## src/rtl/div_unit_pkg.sv

```systemverilog
// rtl/div_unit_pkg.sv - shared encodings, state type and constants for the iterative divider
package div_unit_pkg;

    // div_op encodings: bit 0 selects unsigned, bit 1 selects remainder
    typedef enum logic [1:0] {
        DIV_OP_DIV  = 2'b00,
        DIV_OP_DIVU = 2'b01,
        DIV_OP_REM  = 2'b10,
        DIV_OP_REMU = 2'b11
    } div_op_t;

    typedef enum logic [1:0] {
        S_IDLE   = 2'b00,
        S_DIVIDE = 2'b01,
        S_FIXUP  = 2'b10,
        S_DONE   = 2'b11
    } div_state_t;

    localparam int          DIV_STEPS    = 32;
    localparam logic [31:0] DIV_ZERO_QUO = 32'hFFFF_FFFF;
    localparam logic [31:0] DIV_OVF_QUO  = 32'h8000_0000;

    function automatic logic op_is_signed(input logic [1:0] op);
        return ~op[0];
    endfunction

    function automatic logic op_is_rem(input logic [1:0] op);
        return op[1];
    endfunction

endpackage

```

## src/rtl/div_step.sv

```systemverilog
// rtl/div_step.sv - one combinational restoring-division iteration
//
// Ports:
//   rem      in  32  partial remainder before the step
//   quo      in  32  quotient shift register before the step (dividend bits still at the top)
//   divisor  in  32  divisor magnitude
//   rem_nxt  out 32  partial remainder after the step
//   quo_nxt  out 32  quotient shift register after the step
module div_step (
    input  logic [31:0] rem,
    input  logic [31:0] quo,
    input  logic [31:0] divisor,
    output logic [31:0] rem_nxt,
    output logic [31:0] quo_nxt
);

    logic [32:0] shifted;
    logic [33:0] trial;
    logic        fits;

    // The shifted remainder can reach 2*divisor-1, so the subtraction is
    // carried one bit wider than the operands to keep its sign unambiguous.
    always_comb begin
        shifted = {rem, quo[31]};
        trial   = {1'b0, shifted} - {2'b00, divisor};
        fits    = ~trial[33];
        rem_nxt = fits ? trial[31:0] : shifted[31:0];
        quo_nxt = {quo[30:0], fits};
    end

endmodule

```

## src/rtl/div_unit.sv

```systemverilog
// rtl/div_unit.sv - iterative 32-bit RV32M divider (DIV/DIVU/REM/REMU) with fast special-case path
//
// Ports:
//   clk     in  1   clock
//   reset   in  1   asynchronous active-high reset
//   start   in  1   operation request, honoured only in IDLE
//   div_op  in  2   operation select (see div_op_t)
//   a       in  32  dividend, sampled with start
//   b       in  32  divisor, sampled with start
//   flush   in  1   abort any operation in progress
//   busy    out 1   operation in flight
//   done    out 1   one-cycle result-valid pulse
//   result  out 32  quotient or remainder, held until the next accepted start completes
module div_unit
    import div_unit_pkg::*;
(
    input  logic        clk,
    input  logic        reset,
    input  logic        start,
    input  logic [1:0]  div_op,
    input  logic [31:0] a,
    input  logic [31:0] b,
    input  logic        flush,
    output logic        busy,
    output logic        done,
    output logic [31:0] result
);

    div_state_t  state, state_nxt;

    logic [1:0]  op_r;
    logic [31:0] rem_r, quo_r, dvs_r, res_r;
    logic [5:0]  cnt_r;
    logic        qsign_r, rsign_r;

    logic        accept, sgn, dz, ovf, fin;
    logic [31:0] a_mag, b_mag, fast_res;
    logic [31:0] step_rem, step_quo, quo_fix, rem_fix;

    div_step u_step (
        .rem     (rem_r),
        .quo     (quo_r),
        .divisor (dvs_r),
        .rem_nxt (step_rem),
        .quo_nxt (step_quo)
    );

    always_comb begin
        accept = (state == S_IDLE) && start && !flush;
        sgn    = op_is_signed(div_op);
        a_mag  = (sgn && a[31]) ? -a : a;
        b_mag  = (sgn && b[31]) ? -b : b;
        dz     = (b == 32'd0);
        ovf    = sgn && (a == DIV_OVF_QUO) && (b == 32'hFFFF_FFFF);
        // Divide-by-zero returns the raw dividend as remainder, not its magnitude
        if (dz)
            fast_res = op_is_rem(div_op) ? a : DIV_ZERO_QUO;
        else
            fast_res = op_is_rem(div_op) ? 32'd0 : DIV_OVF_QUO;
        quo_fix = ((op_r == DIV_OP_DIV) && qsign_r) ? -quo_r : quo_r;
        rem_fix = ((op_r == DIV_OP_REM) && rsign_r) ? -rem_r : rem_r;
        fin     = (state == S_DONE) && !flush;
    end

    always_ff @(posedge clk or posedge reset) begin
        if (reset)
            state <= S_IDLE;
        else
            state <= state_nxt;
    end

    always_comb begin
        state_nxt = state;
        case (state)
            S_IDLE:   if (accept) state_nxt = (dz || ovf) ? S_DONE : S_DIVIDE;
            S_DIVIDE: if (cnt_r == 6'(DIV_STEPS - 1)) state_nxt = S_FIXUP;
            S_FIXUP:  state_nxt = S_DONE;
            S_DONE:   state_nxt = S_IDLE;
            default:  state_nxt = S_IDLE;
        endcase
        if (flush && (state != S_IDLE))
            state_nxt = S_IDLE;
    end

    always_ff @(posedge clk or posedge reset) begin
        if (reset) begin
            op_r    <= 2'b00;
            rem_r   <= 32'd0;
            quo_r   <= 32'd0;
            dvs_r   <= 32'd0;
            res_r   <= 32'd0;
            cnt_r   <= 6'd0;
            qsign_r <= 1'b0;
            rsign_r <= 1'b0;
        end else begin
            if (accept) begin
                op_r    <= div_op;
                dvs_r   <= b_mag;
                qsign_r <= sgn && (a[31] ^ b[31]);
                rsign_r <= sgn && a[31];
                rem_r   <= 32'd0;
                quo_r   <= a_mag;
                cnt_r   <= 6'd0;
                if (dz || ovf)
                    res_r <= fast_res;
            end else if (state == S_DIVIDE) begin
                rem_r <= step_rem;
                quo_r <= step_quo;
                cnt_r <= cnt_r + 6'd1;
            end else if (state == S_FIXUP) begin
                res_r <= op_is_rem(op_r) ? rem_fix : quo_fix;
            end
        end
    end

    // Outputs are registered; result only moves on a completed operation so a
    // flush leaves the previous value visible.
    always_ff @(posedge clk or posedge reset) begin
        if (reset) begin
            busy   <= 1'b0;
            done   <= 1'b0;
            result <= 32'd0;
        end else begin
            busy <= (state_nxt != S_IDLE);
            done <= fin;
            if (fin)
                result <= res_r;
        end
    end

endmodule

```

## config.mk

```make
export PLATFORM = sky130hd
export DESIGN_NAME = div_unit
export DESIGN_NICKNAME = d
export VERILOG_FILES = /design/src/rtl/div_unit_pkg.sv /design/src/rtl/div_step.sv /design/src/rtl/div_unit.sv
export SDC_FILE = /design/constraint.sdc
export NUM_CORES = 1
export LEC_CHECK = 0
export CAP_MARGIN = 20
export CORE_AREA = 2 2 174 176
export CTS_CLUSTER_DIAMETER = 50
export DETAILED_ROUTE_END_ITERATION = 12
export DIE_AREA = 0 0 176 178
export GPL_TIMING_DRIVEN = 0
export PLACE_DENSITY = 0.76
export SLEW_MARGIN = 20
export SYNTH_ARGS = -nofsm -noshare
export SYNTH_HDL_FRONTEND = slang
export SYNTH_HIERARCHICAL = 1
export SYNTH_SLANG_ARGS = --single-unit
```

## constraint.sdc

```tcl
create_clock -name clk -period 5.5 [get_ports clk]
set_clock_uncertainty 0.1 [all_clocks]
set_input_delay 1.1 -clock clk [delete_from_list [all_inputs] [get_ports clk]]
set_output_delay 1.1 -clock clk [all_outputs]
set_load 0.01 [all_outputs]
```

-- Yosys cells after proc, flatten, opt, wreduce, memory -nomap -nowiden
Cells that the tools add are included.
- register bits: 174
- bits of input ports: 70
- output and inout port bits: 34
- logic and storage cells: 75
- $add $sub $neg: 6
- eq/ne operators: 9
- muxes and demuxes: 24
- bitwise logic cells: 3
- reduce and logical (&&, ||, !) cells: 21
- operators by type and width (kind ; count):
    two-way mux 32 bit ; 17
    negation 32 bit ; 4
    == test 32 bit (second input constant) ; 2
    subtractor 33 x 32 -> 34 bit ; 1
    logical NOT 32 bit ; 1
    two-way mux 6 bit ; 2
    logical AND 1 bit ; 11
    two-way mux 2 bit ; 4
    case mux 2 bit (4 select lines) ; 1
    nonzero test 2 bit ; 4
    adder 6 x 1 -> 6 bit (second input constant) ; 1
    == test 2 bit (second input constant) ; 3
    == test 6 x 5 -> 1 bit (second input constant) ; 1
    logical NOT 2 bit ; 2
    AND reduction 3 bit ; 1
    == test 2 x 1 -> 1 bit (second input constant) ; 1
    != test 2 x 1 -> 1 bit (second input constant) ; 1
    != test 2 bit (second input constant) ; 1
    inverter 1 bit ; 2
    logical NOT 1 bit ; 1
    logical OR 1 bit ; 1
    bitwise XOR 1 bit ; 1

-- Longest topological paths before layout
Gate-level depths: netlist (run 1).
- depth after elaboration: 9
- mapped depth: 14

-- Modules after synthesis
The synthesis (run 1) kept the hierarchy.
- by module, submodules not included (module ; instances ; cells an instance ; area an instance (sq um) ; sequential area each (sq um)):
    div_unit ; 1 ; 1245 ; 10513.8 ; 4354.2
    div_step ; 1 ; 404 ; 2613.8 ; 0.0

-- Least setup slack after synthesis (run 1)
OpenSTA, ideal clock, no wires.
- path type: in2reg
- from: input a[8]
- to: register res_r[0]
- library setup time: 127 ps
- arrival: 3130 ps
- setup slack: 2142 ps
- stages: 8
- cell sequence: or4_1 -> nor4_4 -> nand4bb_1 -> o21ai_2 -> and2_4 -> buf_8 -> buf_6 -> mux2_1
- word-level cells in the longest chain between the ends: 6
- ends and longest elaborated chain (what ; RTL line ; text):
    from (decl) ; div_unit.sv:21 ; input logic [31:0] a,
    == test 32 bit ; div_unit.sv:54 ; ovf = sgn && (a == DIV_OVF_QUO) && (b == 32'hFFFF_FFFF);
    logical AND 1 bit (2 in a row) ; div_unit.sv:54 ;
    logical OR 1 bit ; div_unit.sv:104 ; if (dz || ovf)
    != test 2 x 1 -> 1 bit (no source line) ; n/a ;
    AND reduction 3 bit (no source line) ; n/a ;
    to (signal assigned) ; div_unit.sv:105 ; res_r <= fast_res;
    to (signal assigned) ; div_unit.sv:111 ; res_r <= op_is_rem(op_r) ? rem_fix : quo_fix;
    to (decl) ; div_unit.sv:32 ; logic [31:0] rem_r, quo_r, dvs_r, res_r;
No other way between the ends.
A chain may end at the register's enable or synchronous reset.

-- Worst setup path in the final report (run 1)
- from: input b[0]
- to: register res_r[1]
- word-level cells in the longest chain between the ends: 5
- elaborated cells between the ends (all ways): 9
- classes of those cells: eq/ne: 2; mux: 3; reduce/logical: 4
- ends and longest elaborated chain (what ; RTL line ; text):
    from (decl) ; div_unit.sv:22 ; input logic [31:0] b,
    == test 32 bit ; div_unit.sv:54 ;
    logical AND 1 bit ; div_unit.sv:54 ;
    logical OR 1 bit ; div_unit.sv:104 ;
    != test 2 x 1 -> 1 bit (no source line) ; n/a ;
    AND reduction 3 bit (no source line) ; n/a ;
Several ways; a longest one is shown, not always the timed one. The select of a mux whose other input is x is not followed.

==> flow_summary.ini, run 1 <==
[outcome]
status = finished, final reports clean

[pwr]
vdd_drop_max_mv = 0.257
p_sw_frac = 0.469
p_switching_mw = 3.24
power_density_nw_per_um2 = 449
combPwrFrac = 0.521
p_leak_nw = 6.67
p_int_mw = 3.67
p_total_mw = 6.91
p_clk_frac = 0.190
power.share.sequential = 0.289

[clock_tree]
clk_transition_reported_paths_ps = 80
ctsHoldBuffers = 0
cts_resized = 0
clk_latency_ps = 460
cts_max_level = 4
cts_buffers = 17
cts.sinks = 174
cts_buffer_depth = 2
cts_tree = done
clockRootBuffer = clkbuf_16
post-cts-setup-buffer-count = 0

[final_layout]
fillers = 2784
final_core_util = 0.524
drive_gt1_frac = 0.0783
diodes = 0
layout.nets = 1885
fin_cells = 2179
area_growth_pct = 17.3
stdcell_area_um2 = 15400

[placed_design]
hpwlAfterDp_um = 34600
port_buffers = 103
place_inst = 2147
dp_slack_ps = 833
gp_congestion = 1.03
placed_area_um2 = 14800

[sta]
worst_slack_ps = 1140
worstMarginPinSlew_ps = 1150
fin_crit_sh = 0.793
hold-worst-slack_ps = 372
max_freq_mhz = 229
fin_setup_tns_ps = 0
slew-limit-headroom = 0.227
drv_slew = 0
hold_violations = 0
finalSetupViolations = 0
grt_setup_unrepaired = no
fin_crit_ps = 4360

[synthesis]
avgSynthCellArea_um2 = 7.96
post-synth-top-count-cell = nand2_1
synthesis.instances = 1649
synth_cell_type_count = 94
synth_common_cells = nand2_1, dfrtp_1, a21oi_1, nor2_1, o21ai_0
synth_nets = 1758
ys_warn_count = 6
synthTopCellsByArea = dfrtp_1, nand2_1, a21oi_1
synth_top_area_share = 0.332
synth-seq-cells = 174
netlist_area_um2 = 13100
synth-edff-count = 0
synthFlopType = dfrtp_1
seq_area_frac_synth = 0.332
synthArstFlopShare = 1.00
yosysTopAreaCell = dfrtp_1

[grt]
grt_pass1_vias = 12453
grt_max_degree = 35
antenna_found_initial = 0
track_usage = 0.288
grt_first_pass_wirelength_um = 69300
grt_overflow = 0

[detailed_routing]
viasPerCell = 6.08
vias = 13243
final_antenna_net_count = 0
routed_wl_um = 44900
firstDrtPassIters = 5
drc_errors = 0
wl_per_cell_um = 20.6
initialDrtViolationCount = 1344

[floorplanning]
die-area_um2 = 31300
die_y_um = 178
initial_core_util = 0.446
core-area_um2 = 29400
pin_count = 104
std_cell_rows = 63
fp.dieW_um = 176

[worst_setup_path]
crit_arrival_ps = 4600
path_cells = clkdlybuf4s50_1, inv_1, ha_1, or3b_1, nor4_1, a41oi_1, o21ai_2, and2_4, buf_8, buf_6, mux2_1
slowest_delay_ps = 770
worst_path_max_delay_cell = nor4_1
rr_startpoint = rem_r[5]
critical_path_required_ps = 5740
cp_max_fo = 10
cpLargestDelayFamily = simple AND/OR/NAND/NOR gates
critical_path_class = input port to register
critPathBufInv = 4
end_kind = register
start_kind = input port
setup.worst_path.start = b[0]

[hold_path]
min_from = res_r[28]
min_path_type = register to register

[job]
maxCapViolations = 0
==> final timing paths <==
path | endpoint | slack (ps) | cells after the start
worst max-delay path | res_r[1] | 1140 | 11
worst min-delay path | result[28] | 370 | 2
worst max register to register | rem_r[6] | 2020 | 11
worst min register to register | result[28] | 370 | 2
max in group asynchronous | rem_r[23] | 3350 | 5
min in group asynchronous | rem_r[0] | 930 | 2
==> power groups by stage <==
stage / sequential (mW) / clock (mW) / combinational (mW)
2_1_floorplan: 1.83 / 0 / 2.65
3_3_place_gp: 1.99 / 0 / 3.43
4_1_cts: 1.98 / 1.31 / 3.52
5_1_grt: 2.03 / 1.37 / 3.92
3_5_place_dp: 2.00 / 0 / 3.49
6_report: 2.00 / 1.31 / 3.60
==> metal layers <==
layer	routed length (um)	vias up	track usage
met5	0	-	0
met1	18500	6310	0.380
met3	4340	145	0.0622
li1	-	6060	-
met4	2130	0	0.145
met2	19900	728	0.448
==> cell usage in the layout, fill, tap and decap left out, types with 14 or more instances in the layout <==
cell type        count
o21ai_0             86
nand3_1             21
xnor2_1             69
nand2_1            313
or4_1               16
inv_1               70
o31ai_1             20
clkbuf_16           17
a21oi_1            121
clkbuf_1            64
a21o_1              15
dfrtp_1            174
and3_1              18
nand4_1             20
clkdlybuf4s50_1    103
xor2_1              69
buf_4               34
nor4_1              14
nor2_1             113
ha_1                38
o21ai_1             18
nor3_1              43
a31oi_1             40
o22ai_1             20
nor2b_1             26
==> cell families (layout without fill, tap and decap cells) <==
kind of cell    Yosys count  count (layout)  share of synthesized area
mux                      28              28                     0.0236
compound gates          426             426                      0.208
simple gates            653             653                      0.238
xor+xnor                138             138                     0.0921
buf+inv                 191             331                     0.0691
fa+ha+maj                39              39                     0.0377
flops                   174             174                      0.332
==> state kept, by name (all words and copies together) (netlist names) <==
| register | cells |
|---|---|
| busy | 1 |
| cnt_r | 6 |
| done | 1 |
| dvs_r | 32 |
| op_r | 2 |
| qsign_r | 1 |
| quo_r | 32 |
| rem_r | 32 |
| res_r | 32 |
| result | 32 |
| rsign_r | 1 |
| state | 2 |
==> cell type report <==
class,count,area (um2),area share
buffer,118,633,0.0411
clock buffer,17,425,0.0276
clock inverter,15,216,0.0141
inverter,73,278,0.0180
multi-input combinational,1284,7870,0.511
sequential,174,4350,0.283
tap,390,488,0.0317
timing repair buffer,108,1130,0.0735
==> worst min-delay path, delay by kind of cell, from the launching register on <==
kind	cells	cell delay (ps)
DFF	1	350
and+or+nand+nor	2	100
(Power assumes the default switching activity.)
==> inputs of run 2 (changes only) <==
==> constraint.sdc (replaced) <==
create_clock -name clk -period 4 [get_ports clk]
set_clock_uncertainty 0.1 [all_clocks]
set_input_delay 0.8 -clock clk [delete_from_list [all_inputs] [get_ports clk]]
set_output_delay 0.8 -clock clk [all_outputs]
set_load 0.01 [all_outputs]
==> run 2 against run 1 <==
Compared with the run above:
- cell area grew 0.13%
- sequential share of layout area is essentially flat
- sequential power up 37%
- wire length is essentially flat
- combinational power grew 38%
- clock power up 37%
==> flow_summary.ini, run 2 (synthesis gave the netlist of run 1 again) <==
[pwr]
p_total_mw = 9.51
power_density_nw_per_um2 = 617
p_switching_mw = 4.46
combPwrFrac = 0.522
p_int_mw = 5.05
power.share.sequential = 0.289
vdd_drop_max_mv = 0.352
p_sw_frac = 0.469
p_clk_frac = 0.189
p_leak_nw = 6.67

[sta]
grt_setup_unrepaired = no
drv_slew = 0
finalSetupViolations = 0
hold_violations = 0
worstMarginPinSlew_ps = 1140
slew-limit-headroom = 0.237
fin_crit_ps = 3890
max_freq_mhz = 257
fin_crit_sh = 0.974
worst_slack_ps = 106

[clock_tree]
clk_transition_reported_paths_ps = 80
post-cts-setup-buffer-count = 0
cts_buffers = 17
cts.sinks = 174
clk_latency_ps = 460
cts_buffer_depth = 2
cts_max_level = 4
ctsHoldBuffers = 0
cts_tree = done
cts_resized = 0
clockRootBuffer = clkbuf_16

[floorplanning]
die_y_um = 178
fp.dieW_um = 176
pin_count = 104
std_cell_rows = 63
initial_core_util = 0.446
die-area_um2 = 31300
core-area_um2 = 29400

[grt]
antenna_found_initial = 0
grt_pass1_vias = 12453
grt_max_degree = 35
track_usage = 0.288
grt_overflow = 0
grt_first_pass_wirelength_um = 69300

[detailed_routing]
firstDrtPassIters = 6
vias = 13240
final_antenna_net_count = 0
routed_wl_um = 44900
wl_per_cell_um = 20.6
viasPerCell = 6.07
initialDrtViolationCount = 1358
drc_errors = 0

[final_layout]
fillers = 2782
final_core_util = 0.524
stdcell_area_um2 = 15400
layout.nets = 1885
multi_input_area_um2 = 7890
final_common_cell = nand2_1
layout_common_cells = nand2_1, dfrtp_1, a21oi_1, nor2_1, clkdlybuf4s50_1
drive_gt1_frac = 0.0799
ff_latch_area_um2 = 4350
area_growth_pct = 17.4

[placed_design]
port_buffers = 103
gp_congestion = 1.03
dp_slack_ps = -367
hpwlAfterDp_um = 34600
placed_area_um2 = 14800

[worst_setup_path]
path_cells = clkdlybuf4s50_1, inv_1, ha_1, or3b_1, nor4_2, nand4_2, or2_1, clkbuf_1, buf_2, o221ai_1, mux2_2
end_kind = register
slowest_delay_ps = 490
critPathBufInv = 4
critical_path_class = input port to register
rr_startpoint = rem_r[5]
setup.worst_path.start = b[0]
cpLargestDelayFamily = simple AND/OR/NAND/NOR gates
start_kind = input port
worst_path_max_delay_cell = clkdlybuf4s50_1
cp_max_fo = 10
critical_path_required_ps = 4290
crit_arrival_ps = 4190

[hold_path]
min_from = res_r[28]
min_path_type = register to register

[job]
maxCapViolations = 0

[outcome]
status = finished, final reports clean
run 2: cell count changes in the layout (fill, tap and decap cells not counted):
cell	previous run	this run
nor3_1	43	42
nor3_2	2	3
nor4_2	5	7
nor4_1	14	12
diode_2	0	1
run 2: layer usage:
layer  vias up  GRT usage  wire length [um]  part of all wire
li1       6061          -                 -                 -
met1      6275      0.380             18700              0.42
met2       756      0.448             19800              0.44
met3       148     0.0622              4290             0.095
met4         0      0.145              2140             0.048
met5         -          0                 0                 0
run 2: power by group through the flow:
stage               Sequential (mW)  Combinational [mW]  Clock [mW]
floorplan                      2.52                3.64           0
global placement               2.73                4.71           0
detailed placement             2.75                4.80           0
CTS                            2.72                4.84        1.81
global route                   2.79                5.39        1.88
finish                         2.75                4.96        1.80
run 2: path summary, 6_finish.rpt:
| path | end | slack, ps | cells after the start |
|---|---|---|---|
| max in group asynchronous | rem_r[23] | 2160 | 5 |
| min in group asynchronous | rem_r[0] | 630 | 2 |
| min | result[28] | 370 | 2 |
| min reg2reg | result[28] | 370 | 2 |
| max reg2reg | rem_r[6] | 500 | 11 |
| max | res_r[8] | 110 | 11 |
run 2: layout make-up:
type / count / share of cell area
diodes: 1 / 0.000162
flip-flops and latches: 174 / 0.282
inverters: 73 / 0.0180
clock buffers: 17 / 0.0276
multi-input cells: 1284 / 0.512
clock inverters: 15 / 0.0140
repair buffers: 108 / 0.0734
well taps: 390 / 0.0317
plain buffers: 118 / 0.0411
run 2: worst min-delay path, delay by kind of cell, from the launching register on:
kind             cells  cell delay, ps
and+or+nand+nor      2             100
DFF                  1             350
run 2: through the flow:
stage / TNS (ps) / std cells / hold slack [ps]
3_3_place_gp: -111630 / 2142 / 350
2_1_floorplan: 0 / 1649 / 332
4_1_cts: 0 / 2179 / 372
6_report: 0 / 2180 / 373
3_5_place_dp: -7600 / 2147 / 361
5_1_grt: 0 / 2179 / 390
==> inputs of run 3 (changes only) <==
--- a/config.mk
+++ b/config.mk
@@ -5,6 +5,7 @@
 export SDC_FILE = /design/constraint.sdc
 export NUM_CORES = 1
 export LEC_CHECK = 0
+export ABC_AREA = 0
 export CAP_MARGIN = 20
 export CORE_AREA = 2 2 174 176
 export CTS_CLUSTER_DIAMETER = 50
==> results of run 3 <==
Final layout, timing and power as in run 2 (identical DEF).
